File: config.mk
export PLATFORM = sky130hd
export DESIGN_NAME = fu_wb_arbiter_flat
export DESIGN_NICKNAME = d
export VERILOG_FILES = /design/src/rtl/exe_pkg.sv /design/src/rtl/fu_wb_arbiter_if.sv /design/src/rtl/fu_wb_fifo.sv /design/src/rtl/fu_wb_arbiter.sv /design/src/flat_wrapper.sv
export SDC_FILE = /design/constraint.sdc
export NUM_CORES = 1
export LEC_CHECK = 0
export CAP_MARGIN = 20
export CORE_ASPECT_RATIO = 0.5
export CORE_UTILIZATION = 40
export CTS_BUF_LIST = sky130_fd_sc_hd__clkbuf_4 sky130_fd_sc_hd__clkbuf_8 sky130_fd_sc_hd__clkbuf_16
export CTS_CLUSTER_SIZE = 12
export DETAILED_ROUTE_END_ITERATION = 10
export GPL_ROUTABILITY_DRIVEN = 0
export GPL_TIMING_DRIVEN = 0
export RECOVER_POWER = 25
export SLEW_MARGIN = 20
export SYNTH_ARGS = -nofsm -noshare
export SYNTH_HDL_FRONTEND = slang
export SYNTH_SLANG_ARGS = --single-unit
File: constraint.sdc
create_clock -name clk -period 4.35 [get_ports clk]
set_input_delay 0.87 -clock clk [delete_from_list [all_inputs] [get_ports clk]]
set_output_delay 0.87 -clock clk [all_outputs]
set_load 0.03 [all_outputs]
File: src/rtl/exe_pkg.sv
// Shared execute-stage types: write-back entry layout, default widths and arbitration helpers.
package exe_pkg;

  localparam int EXE_DATA_W = 32;
  localparam int EXE_ROB_W  = 3;
  localparam int EXE_RD_W   = 7;

  typedef struct packed {
    logic [EXE_DATA_W-1:0] data;
    logic [EXE_ROB_W-1:0]  rob_idx;
    logic [EXE_RD_W-1:0]   rd;
  } wb_entry_t;

  typedef enum logic {
    ARB_FIXED = 1'b0,
    ARB_RR    = 1'b1
  } arb_mode_e;

  // Wraps a search index that can exceed the channel count by at most one full lap.
  function automatic int wrap_idx(input int idx, input int n);
    return (idx >= n) ? idx - n : idx;
  endfunction

endpackage

File: src/rtl/fu_wb_arbiter_if.sv
// Result-bus bundle between the functional units (master) and the write-back arbiter (slave).
interface fu_wb_arbiter_if #(
  parameter int NUM_FU = 4,
  parameter int DATA_W = 32,
  parameter int ROB_W  = 3,
  parameter int RD_W   = 7
);
  logic [NUM_FU-1:0]             fu_valid;
  logic [NUM_FU-1:0][DATA_W-1:0] fu_data;
  logic [NUM_FU-1:0][ROB_W-1:0]  fu_rob_idx;
  logic [NUM_FU-1:0][RD_W-1:0]   fu_rd;
  logic [NUM_FU-1:0]             fu_ready;

  logic              ex_out_valid;
  logic [DATA_W-1:0] ex_out_data;
  logic [ROB_W-1:0]  ex_out_rob_idx;
  logic [RD_W-1:0]   ex_out_rd;

  logic              wb_out_valid;
  logic [DATA_W-1:0] wb_out_data;
  logic [ROB_W-1:0]  wb_out_rob_idx;
  logic [RD_W-1:0]   wb_out_rd;

  logic overflow;

  modport master (
    output fu_valid, fu_data, fu_rob_idx, fu_rd,
    input  fu_ready,
    input  ex_out_valid, ex_out_data, ex_out_rob_idx, ex_out_rd,
    input  wb_out_valid, wb_out_data, wb_out_rob_idx, wb_out_rd,
    input  overflow
  );

  modport slave (
    input  fu_valid, fu_data, fu_rob_idx, fu_rd,
    output fu_ready,
    output ex_out_valid, ex_out_data, ex_out_rob_idx, ex_out_rd,
    output wb_out_valid, wb_out_data, wb_out_rob_idx, wb_out_rd,
    output overflow
  );
endinterface

File: src/rtl/fu_wb_fifo.sv
// Per-channel result buffer: circular FIFO with registered occupancy, wrapping pointers and a clear.
module fu_wb_fifo #(
  parameter int DEPTH = 2,
  parameter int W = 42,
  localparam int CNT_W = $clog2(DEPTH + 1),
  localparam int PTR_W = (DEPTH > 1) ? $clog2(DEPTH) : 1
) (
  input  logic             clk,
  input  logic             rst,
  input  logic             clr,
  input  logic             push,
  input  logic             pop,
  input  logic [W-1:0]     push_data,
  output logic [W-1:0]     head_data,
  output logic [CNT_W-1:0] count
);

  logic [W-1:0]     mem_q [DEPTH];
  logic [PTR_W-1:0] wr_ptr_q, wr_ptr_d;
  logic [PTR_W-1:0] rd_ptr_q, rd_ptr_d;
  logic [CNT_W-1:0] count_q, count_d;

  function automatic logic [PTR_W-1:0] ptr_inc(input logic [PTR_W-1:0] p);
    return (p == PTR_W'(DEPTH - 1)) ? '0 : p + 1'b1;
  endfunction

  // Next-state pointers and occupancy.
  always_comb begin
    wr_ptr_d = wr_ptr_q;
    rd_ptr_d = rd_ptr_q;
    count_d  = count_q;
    if (clr) begin
      wr_ptr_d = '0;
      rd_ptr_d = '0;
      count_d  = '0;
    end else begin
      if (push) wr_ptr_d = ptr_inc(wr_ptr_q);
      else      wr_ptr_d = wr_ptr_q;
      if (pop)  rd_ptr_d = ptr_inc(rd_ptr_q);
      else      rd_ptr_d = rd_ptr_q;
      case ({push, pop})
        2'b10:   count_d = count_q + 1'b1;
        2'b01:   count_d = count_q - 1'b1;
        default: count_d = count_q;
      endcase
    end
  end

  // Control state registers.
  always_ff @(posedge clk) begin
    if (rst) begin
      wr_ptr_q <= '0;
      rd_ptr_q <= '0;
      count_q  <= '0;
    end else begin
      wr_ptr_q <= wr_ptr_d;
      rd_ptr_q <= rd_ptr_d;
      count_q  <= count_d;
    end
  end

  // Payload storage; contents are only meaningful below the occupancy count.
  always_ff @(posedge clk) begin
    if (push && !clr && !rst) mem_q[wr_ptr_q] <= push_data;
  end

  assign head_data = mem_q[rd_ptr_q];
  assign count     = count_q;

endmodule

File: src/rtl/fu_wb_arbiter.sv
// Functional-unit write-back arbiter: per-channel buffers, fixed or round-robin grant, 1-cycle WB register.
// Optional flush port is enabled by defining FU_WB_FLUSH_EN.
module fu_wb_arbiter import exe_pkg::*; #(
  parameter int NUM_FU    = 4,
  parameter int BUF_DEPTH = 2,
  parameter int ARB_MODE  = 0,
  parameter int DATA_W    = EXE_DATA_W,
  parameter int ROB_W     = EXE_ROB_W,
  parameter int RD_W      = EXE_RD_W
) (
  input logic clk,
  input logic rst,
`ifdef FU_WB_FLUSH_EN
  input logic flush,
`endif
  fu_wb_arbiter_if.slave bus
);

  localparam int E_W   = DATA_W + ROB_W + RD_W;
  localparam int CNT_W = $clog2(BUF_DEPTH + 1);
  localparam int GW    = $clog2(NUM_FU);

  logic [NUM_FU-1:0][E_W-1:0]   in_s, head_s, cand_entry_s;
  logic [NUM_FU-1:0][CNT_W-1:0] count_s;
  logic [NUM_FU-1:0] empty_s, ready_s, accept_s, cand_s, grant_s, push_s, pop_s;
  logic              flush_s, kill_s, ex_valid_s;
  logic [E_W-1:0]    ex_entry_s;
  logic [GW-1:0]     grant_idx_s;

  logic [GW-1:0]  last_grant_q, last_grant_d;
  logic           wb_valid_q, wb_valid_d;
  logic [E_W-1:0] wb_entry_q, wb_entry_d;
  logic           overflow_q, overflow_d;

`ifdef FU_WB_FLUSH_EN
  assign flush_s = flush;
`else
  assign flush_s = 1'b0;
`endif
  assign kill_s = rst | flush_s;

  for (genvar g = 0; g < NUM_FU; g++) begin : g_ch
    assign in_s[g] = {bus.fu_data[g], bus.fu_rob_idx[g], bus.fu_rd[g]};
    fu_wb_fifo #(.DEPTH(BUF_DEPTH), .W(E_W)) u_fifo (
      .clk       (clk),
      .rst       (rst),
      .clr       (flush_s),
      .push      (push_s[g]),
      .pop       (pop_s[g]),
      .push_data (in_s[g]),
      .head_data (head_s[g]),
      .count     (count_s[g])
    );
  end

  // Per-channel candidate: buffered head takes precedence over a fresh bypass result.
  always_comb begin
    empty_s      = '0;
    ready_s      = '0;
    accept_s     = '0;
    cand_s       = '0;
    cand_entry_s = '0;
    for (int i = 0; i < NUM_FU; i++) begin
      empty_s[i]      = (count_s[i] == '0);
      ready_s[i]      = (count_s[i] < CNT_W'(BUF_DEPTH));
      accept_s[i]     = bus.fu_valid[i] & ready_s[i] & ~kill_s;
      cand_s[i]       = empty_s[i] ? accept_s[i] : ~kill_s;
      cand_entry_s[i] = empty_s[i] ? in_s[i] : head_s[i];
    end
  end

  // Grant search, buffer push/pop and next-state for the registered outputs.
  always_comb begin
    logic found;
    int   start;
    int   idx;
    grant_s     = '0;
    grant_idx_s = '0;
    ex_entry_s  = '0;
    push_s      = '0;
    pop_s       = '0;
    found       = 1'b0;
    start       = (ARB_MODE == int'(ARB_RR)) ? int'(last_grant_q) + 1 : 0;
    for (int k = 0; k < NUM_FU; k++) begin
      idx          = wrap_idx(start + k, NUM_FU);
      grant_s[idx] = cand_s[idx] & ~found;
      found        = found | cand_s[idx];
    end
    for (int i = 0; i < NUM_FU; i++) begin
      grant_idx_s = grant_idx_s | (grant_s[i] ? GW'(i) : GW'(0));
      ex_entry_s  = ex_entry_s | (grant_s[i] ? cand_entry_s[i] : '0);
      pop_s[i]    = grant_s[i] & ~empty_s[i];
      // A granted bypass is consumed directly; anything else accepted goes behind the head.
      push_s[i]   = accept_s[i] & ~(grant_s[i] & empty_s[i]);
    end
    ex_valid_s   = |grant_s;
    last_grant_d = ex_valid_s ? grant_idx_s : last_grant_q;
    overflow_d   = overflow_q | (|(bus.fu_valid & ~ready_s));
    wb_valid_d   = ex_valid_s;
    wb_entry_d   = ex_entry_s;
  end

  // Arbitration pointer, write-back stage and sticky error.
  always_ff @(posedge clk) begin
    if (rst) begin
      last_grant_q <= GW'(NUM_FU - 1);
      wb_valid_q   <= 1'b0;
      wb_entry_q   <= '0;
      overflow_q   <= 1'b0;
    end else begin
      last_grant_q <= last_grant_d;
      wb_valid_q   <= wb_valid_d;
      wb_entry_q   <= wb_entry_d;
      overflow_q   <= overflow_d;
    end
  end

  assign bus.fu_ready       = ready_s;
  assign bus.ex_out_valid   = ex_valid_s;
  assign bus.ex_out_data    = ex_entry_s[E_W-1 -: DATA_W];
  assign bus.ex_out_rob_idx = ex_entry_s[ROB_W+RD_W-1 -: ROB_W];
  assign bus.ex_out_rd      = ex_entry_s[RD_W-1:0];
  assign bus.wb_out_valid   = wb_valid_q;
  assign bus.wb_out_data    = wb_entry_q[E_W-1 -: DATA_W];
  assign bus.wb_out_rob_idx = wb_entry_q[ROB_W+RD_W-1 -: ROB_W];
  assign bus.wb_out_rd      = wb_entry_q[RD_W-1:0];
  assign bus.overflow       = overflow_q;

endmodule

File: src/flat_wrapper.sv
// flat-port wrapper written by rule: the top's interface ports become plain ports
module fu_wb_arbiter_flat import exe_pkg::*;
#(
  parameter int NUM_FU    = 4,
  parameter int BUF_DEPTH = 2,
  parameter int ARB_MODE  = 0,
  parameter int DATA_W    = EXE_DATA_W,
  parameter int ROB_W     = EXE_ROB_W,
  parameter int RD_W      = EXE_RD_W
)
  (clk, rst, bus_fu_valid, bus_fu_data, bus_fu_rob_idx, bus_fu_rd, bus_fu_ready, bus_ex_out_valid, bus_ex_out_data, bus_ex_out_rob_idx, bus_ex_out_rd, bus_wb_out_valid, bus_wb_out_data, bus_wb_out_rob_idx, bus_wb_out_rd, bus_overflow);
  fu_wb_arbiter_if #(.NUM_FU(NUM_FU), .DATA_W(DATA_W), .ROB_W(ROB_W), .RD_W(RD_W)) bus_i ();
  input logic clk;
  input logic rst;
  input wire logic [$bits(bus_i.fu_valid)-1:0] bus_fu_valid;
  input wire logic [$bits(bus_i.fu_data)-1:0] bus_fu_data;
  input wire logic [$bits(bus_i.fu_rob_idx)-1:0] bus_fu_rob_idx;
  input wire logic [$bits(bus_i.fu_rd)-1:0] bus_fu_rd;
  output wire logic [$bits(bus_i.fu_ready)-1:0] bus_fu_ready;
  output wire logic [$bits(bus_i.ex_out_valid)-1:0] bus_ex_out_valid;
  output wire logic [$bits(bus_i.ex_out_data)-1:0] bus_ex_out_data;
  output wire logic [$bits(bus_i.ex_out_rob_idx)-1:0] bus_ex_out_rob_idx;
  output wire logic [$bits(bus_i.ex_out_rd)-1:0] bus_ex_out_rd;
  output wire logic [$bits(bus_i.wb_out_valid)-1:0] bus_wb_out_valid;
  output wire logic [$bits(bus_i.wb_out_data)-1:0] bus_wb_out_data;
  output wire logic [$bits(bus_i.wb_out_rob_idx)-1:0] bus_wb_out_rob_idx;
  output wire logic [$bits(bus_i.wb_out_rd)-1:0] bus_wb_out_rd;
  output wire logic [$bits(bus_i.overflow)-1:0] bus_overflow;
  assign bus_i.fu_valid = bus_fu_valid;
  assign bus_i.fu_data = bus_fu_data;
  assign bus_i.fu_rob_idx = bus_fu_rob_idx;
  assign bus_i.fu_rd = bus_fu_rd;
  assign bus_fu_ready = bus_i.fu_ready;
  assign bus_ex_out_valid = bus_i.ex_out_valid;
  assign bus_ex_out_data = bus_i.ex_out_data;
  assign bus_ex_out_rob_idx = bus_i.ex_out_rob_idx;
  assign bus_ex_out_rd = bus_i.ex_out_rd;
  assign bus_wb_out_valid = bus_i.wb_out_valid;
  assign bus_wb_out_data = bus_i.wb_out_data;
  assign bus_wb_out_rob_idx = bus_i.wb_out_rob_idx;
  assign bus_wb_out_rd = bus_i.wb_out_rd;
  assign bus_overflow = bus_i.overflow;
  fu_wb_arbiter #(.NUM_FU(NUM_FU), .BUF_DEPTH(BUF_DEPTH), .ARB_MODE(ARB_MODE), .DATA_W(DATA_W), .ROB_W(ROB_W), .RD_W(RD_W)) u_core (.clk(clk), .rst(rst), .bus(bus_i));
endmodule
==> summary.txt <==
Cells and area
  – Most frequent cells in the layout: 336 x edfxtp_1, 147 x mux2i_1, 113 x clkdlybuf4s50_1
  – Layout area overhead: 29.8%
  – Most common cell after layout, fill and taps aside: edfxtp_1
  – # nets final: about 1700
  – Fillers: 3450
  – Layout cells sized above 1: 0.139

GRT
  – Vias in the first global route: 11800
  – Grt ovf: 0
  – All-Layer GR Usage: 0.231
  – First-pass GRT wire length: 74.1 mm
  – Initial antenna violation count: 12
  – Largest net degree at the start of global routing: between 40 and 50

Timing
  – RSZ-0062 raised after global routing: no
  – Slew HR: 0.324
  – Max frequency: around 230 MHz
  – Max Slew Vio Count: 0
  – Least-Margin Pin Slew: between 1 and 1.5 ns
  – Endpoints failing hold: 0
  – Setup WS post-layout: between 0.05 and 0.06 ns
  – Period utilisation layout: 0.987
  – Setup_tns: 0 ns
  – Final setup viols: 0
  – Fin crit period: 4.29 ns
  – Setup skew after layout: about 0.017 ns

CTS
  – CTS max path bufs: 3
  – CTS root buf: clkbuf_16
  – Clock-pin slew on the worst setup and hold paths: 0.06 ns
  – Clk sinks: 400
  – Worst-Skew Late Latency: about 0.54 ns
  – Htree depth: 2
  – CTS tree: built
  – Num CTS Buffers: 39

Power and ir drop
  – Leak: between 7 and 8 nW
  – IR drop worst, VDD: between 0.2 and 0.25 mV
  – Pwr per Cell Area: ~420 nW/um^2

Drt
  – Vias after detailed routing: about 12000
  – Wirelength, routed: 49.9 mm
  – Avg WL per Cell: 23.9 um
  – Drt drc: 0
  – Drt pass-1 iters: 7
  – DRT antenna net count: 0
  – Via density: 5.56
  – 1st-iter DRT viols: around 1100

Die
  – Die area: 42800 um^2
  – Starting Density: 0.410
  – Boundary pin count: 265
  – FP Rows: 52
  – Die Y-Extent: 147 um
  – Core area: 40900 um^2
  – Die W: between 200 and 300 um

Setup path
  – R2R setup slack: 1.37 ns
  – Worst EP arrival: 3.42 ns
  – Setup CP Type: in -> out
  – Startpoint types: input port
  – Crit Path Max Fanout: 10
  – CP endpoint kind: primary output
  – Critical path data required time: 3.48 ns

Synth
  – Distinct cell type count after synthesis: 46
  – Ys Warns: 0
  – EDFF count, synth: 336
  – Post-Syn Nets: roughly 1400
  – Cells after synthesis: 1174
  – Flops & latches, synth: 400
  – Ys flop type: edfxtp_1
  – Post-synthesis sequential area ratio: 0.678
  – Synth Area per Inst: 14.3 um^2
  – Synth async-reset ratio: 0
  – Post-Syn Area: 16800 um^2

Status
  – Run status: complete, no violations

Job
  – Max Cap Viol: 0

Placement
  – HPWL Detailed: 36.2 mm
  – IO Port Bufs: 262
  – Dpl ws: -0.865 ns

Worst hold path
  – Hold Crit Class: reg -> reg
==> path summary, 6_finish.rpt <==
path	startpoint	to	depth (start not counted)
hold reg to reg	u_core.g_ch[1].u_fifo.rd_ptr_q	register	2
hold / removal	u_core.g_ch[1].u_fifo.rd_ptr_q	register	2
setup reg to reg	u_core.g_ch[0].u_fifo.count[0]	u_core.g_ch[2].u_fifo.count[1]	8
setup / recovery	bus_fu_valid[0]	bus_ex_out_data[25]	9
==> layout make-up <==
| cell class | count | area (um^2) | area share |
|---|---|---|---|
| flip-flops and latches | 400 | 11400 | 0.522 |
| plain buffers | 92 | 452 | 0.0207 |
| multi-input cells | 673 | 5040 | 0.232 |
| inverters | 9 | 33.8 | 0.00155 |
| well taps | 540 | 676 | 0.0310 |
| diodes | 10 | 25.0 | 0.00115 |
| clock buffers | 68 | 1210 | 0.0554 |
| clock inverters | 1 | 8.76 | 0.000402 |
| repair buffers | 291 | 2960 | 0.136 |
==> critical path, stage by stage <==
cell,delay (ns)
clkdlybuf4s50_1,0.46
clkbuf_4,0.22
or3_4,0.38
nor3_4,0.37
buf_4,0.20
buf_4,0.20
a32oi_1,0.12
nand4_1,0.19
dlygate4sd2_1,0.41
==> state kept, by name (all words and copies together) (netlist names), named ones only <==
register / cells
u_core.g_ch.u_fifo.mem_q: 336
u_core.wb_entry_q: 42
u_core.g_ch.u_fifo.count: 8
u_core.g_ch.u_fifo.rd_ptr_q: 4
u_core.g_ch.u_fifo.wr_ptr_q: 4
u_core.bus.overflow: 1
u_core.bus.wb_out_valid: 1
==> power breakdown <==
group,switching [mW],internal (mW)
clock network,1.40,1.88
registers,0.0591,4.36
logic,0.941,0.593
total,2.40,6.83
==> cell families after synthesis <==
logic type	count (synthesis)	share of synthesized area
buffers and inverters	101	0.0266
AND/OR/NAND/NOR	215	0.0635
multiplexers	189	0.116
adder cells (fa/ha/maj)	4	0.00298
flip-flops	400	0.678
AO/OA/AOI/OAI	249	0.105
XOR/XNOR	16	0.00836
==> synthesized netlist by cell type, drive strengths merged (8+ instances only) <==
| cell type | n | area, um^2 |
|---|---|---|
| o2bb2ai | 24 | 210 |
| a22oi | 23 | 178 |
| nor3b | 17 | 128 |
| a222oi | 22 | 220 |
| inv | 9 | 33.8 |
| dfxtp | 64 | 1280 |
| a31oi | 45 | 282 |
| nor2 | 76 | 285 |
| mux2i | 147 | 1470 |
| xnor2 | 12 | 105 |
| o221ai | 42 | 368 |
| mux2 | 42 | 473 |
| nor3 | 25 | 151 |
| nand2 | 39 | 146 |
| a21oi | 25 | 125 |
| edfxtp | 336 | 10100 |
| o21ai | 57 | 285 |
| nand3 | 34 | 170 |
| clkbuf | 58 | 218 |
| buf | 34 | 194 |
| or3 | 8 | 50.1 |
==> metrics by stage <==
| step | instance area [um^2] | power [mW] | hold slack [ns] | util | cells |
|---|---|---|---|---|---|
| finish | 21800 | 9.24 | 0.509 | 0.533 | 2084 |
| global route | 21800 | 9.55 | 0.529 | 0.533 | 2084 |
| CTS | 21800 | 9.31 | 0.512 | 0.533 | 2070 |
| detailed placement | 20400 | 6.06 | 0.498 | 0.500 | 1988 |
| global placement | 20100 | 6.00 | 0.493 | 0.491 | 1976 |
| floorplan | 16800 | 5.29 | 0.481 | - | 1174 |
==> per-layer routing <==
layer / track usage / vias up / share of wire
met5: 0 / - / 0
met4: 0.0768 / 0 / 0.023
met3: 0.0410 / 82 / 0.056
met2: 0.397 / 381 / 0.50
met1: 0.296 / 5819 / 0.42
li1: - / 5306 / -
==> repair_timing <==
item,4_1_cts,5_1_grt
hold buffers,0,0
gates resized for setup,128,31
setup buffers,13,4
setup endpoints to repair,43,20
pin swaps,10,5
gates cloned,0,0
(Power assumes the default switching activity.)
